===== config.mk =====
export PLATFORM = sky130hd
export DESIGN_NAME = cmn_tree_plru_victim
export DESIGN_NICKNAME = d
export VERILOG_FILES = /design/src/rtl/cmn_tree_plru_victim.sv
export SDC_FILE = /design/constraint.sdc
export NUM_CORES = 1
export LEC_CHECK = 0
export ABC_AREA = 1
export CAP_MARGIN = 20
export CORE_AREA = 2 2 39 41
export CTS_CLUSTER_SIZE = 14
export DETAILED_ROUTE_END_ITERATION = 8
export DIE_AREA = 0 0 41 43
export PLACE_DENSITY = 0.71
export SLEW_MARGIN = 5
export SYNTH_ARGS = -nofsm -noshare
export SYNTH_HDL_FRONTEND = slang
export SYNTH_SLANG_ARGS = --single-unit
export TNS_END_PERCENT = 10

===== constraint.sdc =====
create_clock -name clk -period 1.75 [get_ports clk]
set_input_delay 0.35 -clock clk [delete_from_list [all_inputs] [get_ports clk]]
set_output_delay 0.35 -clock clk [all_outputs]
set_load 0.01 [all_outputs]

===== src/rtl/cmn_tree_plru_victim.sv =====
// Tree pseudo-LRU victim selector with a one-entry registered response (valid/ready).
// Define CMN_TREE_PLRU_LOCK_EN to add the lock port and locked-way skipping in the walk.
module cmn_tree_plru_victim #(
  parameter  int WIDTH = 4,
  localparam int DEPTH = $clog2(WIDTH)
) (
  input  logic               clk,
  input  logic               rst_n,
  input  logic               req_vld,
  output logic               req_rdy,
  output logic               rsp_vld,
  input  logic               rsp_rdy,
  output logic [WIDTH-1:0]   rsp_way_oh,
  output logic [DEPTH-1:0]   rsp_way_idx,
  output logic               rsp_none,
  input  logic               touch_en,
  input  logic [WIDTH-1:0]   touch_oh,
  input  logic               flush,
`ifdef CMN_TREE_PLRU_LOCK_EN
  input  logic [WIDTH-1:0]   lock,
`endif
  output logic [WIDTH-2:0]   node_q
);

  localparam int NODES = WIDTH - 1;
  localparam int HEAP  = 2 * WIDTH - 1;  // internal nodes followed by one slot per leaf

  // Marks the path of the one-hot way: left-subtree hit sets the node, right-subtree hit clears it.
  function automatic logic [NODES-1:0] tree_update(input logic [NODES-1:0] cur,
                                                   input logic [WIDTH-1:0] oh);
    logic [HEAP-1:0]  hit;
    logic [NODES-1:0] nxt;
    hit = '0;
    nxt = cur;
    for (int w = 0; w < WIDTH; w++) hit[NODES+w] = oh[w];
    for (int i = NODES - 1; i >= 0; i--) hit[i] = hit[2*i+1] | hit[2*i+2];
    for (int i = 0; i < NODES; i++) begin
      if (hit[2*i+1])      nxt[i] = 1'b1;
      else if (hit[2*i+2]) nxt[i] = 1'b0;
    end
    return nxt;
  endfunction

  logic [HEAP-1:0]  sub_locked;
  logic [HEAP-1:0]  on_path;
  logic [NODES-1:0] go_right;
  logic [WIDTH-1:0] vic_oh;
  logic [DEPTH-1:0] vic_idx;
  logic             vic_none;
  logic             req_hs;

  logic [NODES-1:0] node_d;
  logic             rsp_vld_q, rsp_vld_d;
  logic [WIDTH-1:0] rsp_way_oh_q, rsp_way_oh_d;
  logic [DEPTH-1:0] rsp_way_idx_q, rsp_way_idx_d;
  logic             rsp_none_q, rsp_none_d;

  assign req_rdy = ~rsp_vld_q | rsp_rdy;
  assign req_hs  = req_vld & req_rdy;

  // NOTE: every signal written in an always_comb gets a default first, so no latch is inferred.
  always_comb begin
    sub_locked = '0;
`ifdef CMN_TREE_PLRU_LOCK_EN
    for (int w = 0; w < WIDTH; w++) sub_locked[NODES+w] = lock[w];
    for (int i = NODES - 1; i >= 0; i--) sub_locked[i] = sub_locked[2*i+1] & sub_locked[2*i+2];
`endif
    on_path    = '0;
    on_path[0] = 1'b1;
    go_right   = '0;
    // A fully locked preferred subtree forces the walk to the sibling.
    for (int i = 0; i < NODES; i++) begin
      go_right[i]    = node_q[i] ? ~sub_locked[2*i+2] : sub_locked[2*i+1];
      on_path[2*i+1] = on_path[i] & ~go_right[i];
      on_path[2*i+2] = on_path[i] &  go_right[i];
    end
    vic_none = sub_locked[0];
    vic_oh   = vic_none ? '0 : on_path[HEAP-1:NODES];
    vic_idx  = '0;
    for (int w = 0; w < WIDTH; w++) begin
      if (vic_oh[w]) vic_idx = vic_idx | DEPTH'(w);
    end
  end

  // Touch first, then the victim, so the victim owns any shared path node; flush overrides both.
  always_comb begin
    node_d = node_q;
    if (touch_en) node_d = tree_update(node_d, touch_oh);
    if (req_hs)   node_d = tree_update(node_d, vic_oh);
    if (flush)    node_d = '0;
  end

  always_comb begin
    rsp_vld_d     = rsp_vld_q;
    rsp_way_oh_d  = rsp_way_oh_q;
    rsp_way_idx_d = rsp_way_idx_q;
    rsp_none_d    = rsp_none_q;
    if (req_hs) begin
      rsp_vld_d     = 1'b1;
      rsp_way_oh_d  = vic_oh;
      rsp_way_idx_d = vic_idx;
      rsp_none_d    = vic_none;
    end else if (rsp_rdy) begin
      rsp_vld_d     = 1'b0;
    end
  end

  // NOTE: state registers use non-blocking assignments so every flop samples pre-edge values.
  always_ff @(posedge clk or negedge rst_n) begin
    if (!rst_n) begin
      node_q        <= '0;
      rsp_vld_q     <= 1'b0;
      rsp_way_oh_q  <= '0;
      rsp_way_idx_q <= '0;
      rsp_none_q    <= 1'b0;
    end else begin
      node_q        <= node_d;
      rsp_vld_q     <= rsp_vld_d;
      rsp_way_oh_q  <= rsp_way_oh_d;
      rsp_way_idx_q <= rsp_way_idx_d;
      rsp_none_q    <= rsp_none_d;
    end
  end

  assign rsp_vld     = rsp_vld_q;
  assign rsp_way_oh  = rsp_way_oh_q;
  assign rsp_way_idx = rsp_way_idx_q;
  assign rsp_none    = rsp_none_q;

`ifndef SYNTHESIS
  touch_onehot_a: assert property (@(posedge clk) disable iff (!rst_n)
    touch_en |-> $onehot(touch_oh));
`endif

endmodule


* Yosys cells after proc, flatten, opt, wreduce, memory -nomap -nowiden
Index checks and enable logic that the tools add are counted.
** Cells by class
- Multiply operators :: 0
- Add/subtract/negate cells :: 0
- Bitwise gates (word level) :: 14
- Reduce and logical (&&, ||, !) cells :: 1
- Shifts and indexed selects :: 0
- Divide/modulo/power cells :: 0
- Equal/unequal tests :: 0
- Muxes and demuxes :: 23
- Order comparisons :: 0
** Operators by type and width (number)
- 2-to-1 mux 1 bit :: 18
- 2-to-1 mux 3 bit :: 3
- bitwise AND 1 bit :: 5
- bitwise OR 1 bit :: 5
- 2-to-1 mux 2 bit :: 2
- NOT 1 bit :: 4
- nonzero test 2 bit :: 1
** Storage, ports and cells
- Bits of input ports :: 10
- Bits in writable memories :: 0
- Latch bits :: 0
- Memories :: 0
- Memory bits (read-only) :: 0
- Register bits after elaboration :: 10

* Longest topological paths before layout
- Word-level depth :: 8
- Mapped depth :: 6
- Depth with buffers taken out :: 6

* Worst setup path after synthesis
No wires, ideal clock.
- Path kind :: register -> output
- Start :: register node_q[0]
- End :: output port node_q[0]
- Required time :: 1.400 ns
- Arrival :: 0.571 ns
- Cell stages (with the launch flop) :: 2
- Slack :: 0.829 ns
- Cell sequence :: dfrtp_1 buf_4
** RTL lines
- start, declared :: RTL line 22 : output logic [WIDTH-2:0] node_q
- start signal, assigned :: RTL line 117 : node_q <= node_d;
No word-level cell between the ends.

* Worst setup path after layout
- Start :: register node_q[0]
- End :: output port node_q[0]
No word-level cell between the ends.

==> impl_results.md <==
- Diode count: 0
- Hold Vio Cnt, Final: 0
- Area post-placement: ~690 um2
- Die W: 41 um
- Syn Inst Count: 62
- I/O pin count: 22
- Layout Utilization: 0.5262
- H-tree depth: 1
- Status: complete, no violations
- Most frequent cells in the layout: 26 x nand2_1, 19 x clkdlybuf4s50_1, 10 x dfrtp_1
- Die height: roughly 43 um
- Share of post-route cells with drive strength above 1: 0.1059
- Max-cap violations: 0
- WP buf/inv: 1
- CP Capture Type: output port
- Core Area: roughly 1400 um2
- Crit-path max cell delay: 0.58 ns
- Delay-heaviest family, CP: buffers and inverters
- Area share of the largest cell type after synthesis: 0.5208
- I/O Buffers: 20
- Peak VDD IR: roughly 0.46 mV
- First-pass GRT wire length: roughly 1700 um
- Rows: 14
- Synth warn: 0
- Reg-to-Reg Start: rsp_vld
- Grt total ovfl: 0
- Filler instances: about 140
- Min Tclk post-route: 1.658 ns
- Number of buffers created by CTS: 3
- Final wirelength: about 1000 um
- # setup viols final: 0
- CTS tree: yes
- Syn Area/Cell: just under 8 um2
- Root Buffer: clkbuf_4
- Worst path arrival time: approximately 1.3 ns
- Clock slew seen by the registers of the worst setup and hold paths: ~0.070 ns
- Worst path slowest cell: clkdlybuf4s50_1
- Die Area: around 1800 um2
- Post-DP HPWL: between 700 and 800 um
- DRC errors left: 0
- Antenna violations before repair: 0
- Sink Count: 10
- Number of distinct library cells after synthesis: 13
- Area grow syn2layout: 51.56%
- GP Congestion: ~0.76
- Fmax: just over 0.6 GHz
- Worst Setup Start Kind: flop
- Starting DRT DRC Count: 11
- Hold_ws: ~0.40 ns
- Fin area: between 700 and 800 um2
- Setup Skew: roughly 0.00046 ns
- Initial core utilization: 0.3472
- Crit path max fanout: 7
- Vias/cell: ~4.4
- Worst hold path class: input pin to asynchronous set/reset pin
- RSZ-0062 raised after global routing: false
- Mapped cell area: between 400 and 500 um2
- DR pass1 iterations: 4
- Vias in the first global route: between 400 and 500
- Crit Path Category: flop to output port
- Cell area power density: about 900 nW/um2
- Post-Syn Nets: 72
- Most common cell after layout, fill and taps aside: nand2_1
- Via count: 449
- Area contributors post-synth: dfrtp_1 52%, nand2_1 20%, nor2_1 7.0%
- Reg2Reg Setup Slack: 0.73 ns
- Worst EP required: between 1 and 1.5 ns
- Post-CTS Repair Setup Buffers: 0
- Largest net degree at the start of global routing: 11
- Part of the Yosys area used for sequential elements: 0.5208
- Worst-case clock buffer depth: 2
- Crit-path cells: clkdlybuf4s50_1
- Routed wire length per instance: approximately 10 um
- Post-synthesis register bit count: 10
- Final nets: 96
- Cell leakage power: around 0.38 nW
- Synth area leader: dfrtp_1
- Worst skew pair latency: around 0.26 ns
- Fin. max-slew vios: 0
- Setup_tns: 0 ns
- Total track usage: 0.1487
- Antenna viol nets, final: 0
- Period utilisation layout: 0.9473
- Crit path launch: node_q[0]
-- state kept, by name, summed over array words and instances (netlist names) --
name / flops
node_q: 3
rsp_way_oh: 4
rsp_vld: 1
rsp_way_idx: 2
-- worst paths after layout --
kind | to | cells after the start
min in group clk | rsp_way_idx[1] | 2
setup / recovery | node_q[0] | 1
hold reg to reg | rsp_way_idx[1] | 2
setup reg to reg | node_q[1] | 6
max in group asynchronous | rsp_way_oh[2] | 1
hold / removal | rsp_vld | 1
-- per-stage QoR --
stage / setup slack, ns / instances / power (mW)
floorplan: 0.8289 / 62 / 0.3568
global placement: -0.02525 / 97 / 0.4528
detailed placement: -0.03347 / 97 / 0.4557
CTS: 0.08364 / 101 / 0.6638
global route: 0.03135 / 101 / 0.7017
finish: 0.09225 / 101 / 0.6561
-- cell usage after synthesis --
master	count
nor2_1	9
dfrtp_1	10
conb_1	1
nand2_1	26
inv_2	1
nand3_1	3
nand3b_1	1
nor2_2	1
nand2_4	2
inv_1	4
buf_4	2
o21ai_1	1
o21ai_0	1
-- logic make-up after synthesis --
family                 synth area share
buffers and inverters           0.07029
AO/OA/AOI/OAI                   0.02081
flip-flops                       0.5208
AND/OR/NAND/NOR                  0.3802
other                          0.007805
-- layer usage --
metal  GRT usage  vias up  wire length, um
li1            -      233                -
met1      0.1481      203              435
met2      0.2344       11              517
met3     0.07853        2               44
met4     0.08000        0               14
met5           0        -                0
-- power by group --
group	switching, mW	internal, mW	leakage (nW)
registers	0.0213	0.260	0.128
clock network	0.0812	0.126	0.0210
logic	0.0743	0.0931	0.229
total	0.177	0.479	0.378
-- cell type report --
class	count	area, um2	share of cell area
clock buffers	4	36.28	0.04983
inverters	5	18.77	0.02577
multi-input cells	45	196.4	0.2698
flip-flops and latches	10	250.2	0.3436
well taps	16	20.02	0.02749
repair buffers	21	206.4	0.2835
-- repair_timing --
item	in CTS	in global routing
hold endpoints to repair	0	0
setup endpoints to repair	1	0
hold buffers	0	0
resized for setup	1	0
No activity file was read; power rests on OpenSTA's default activity.
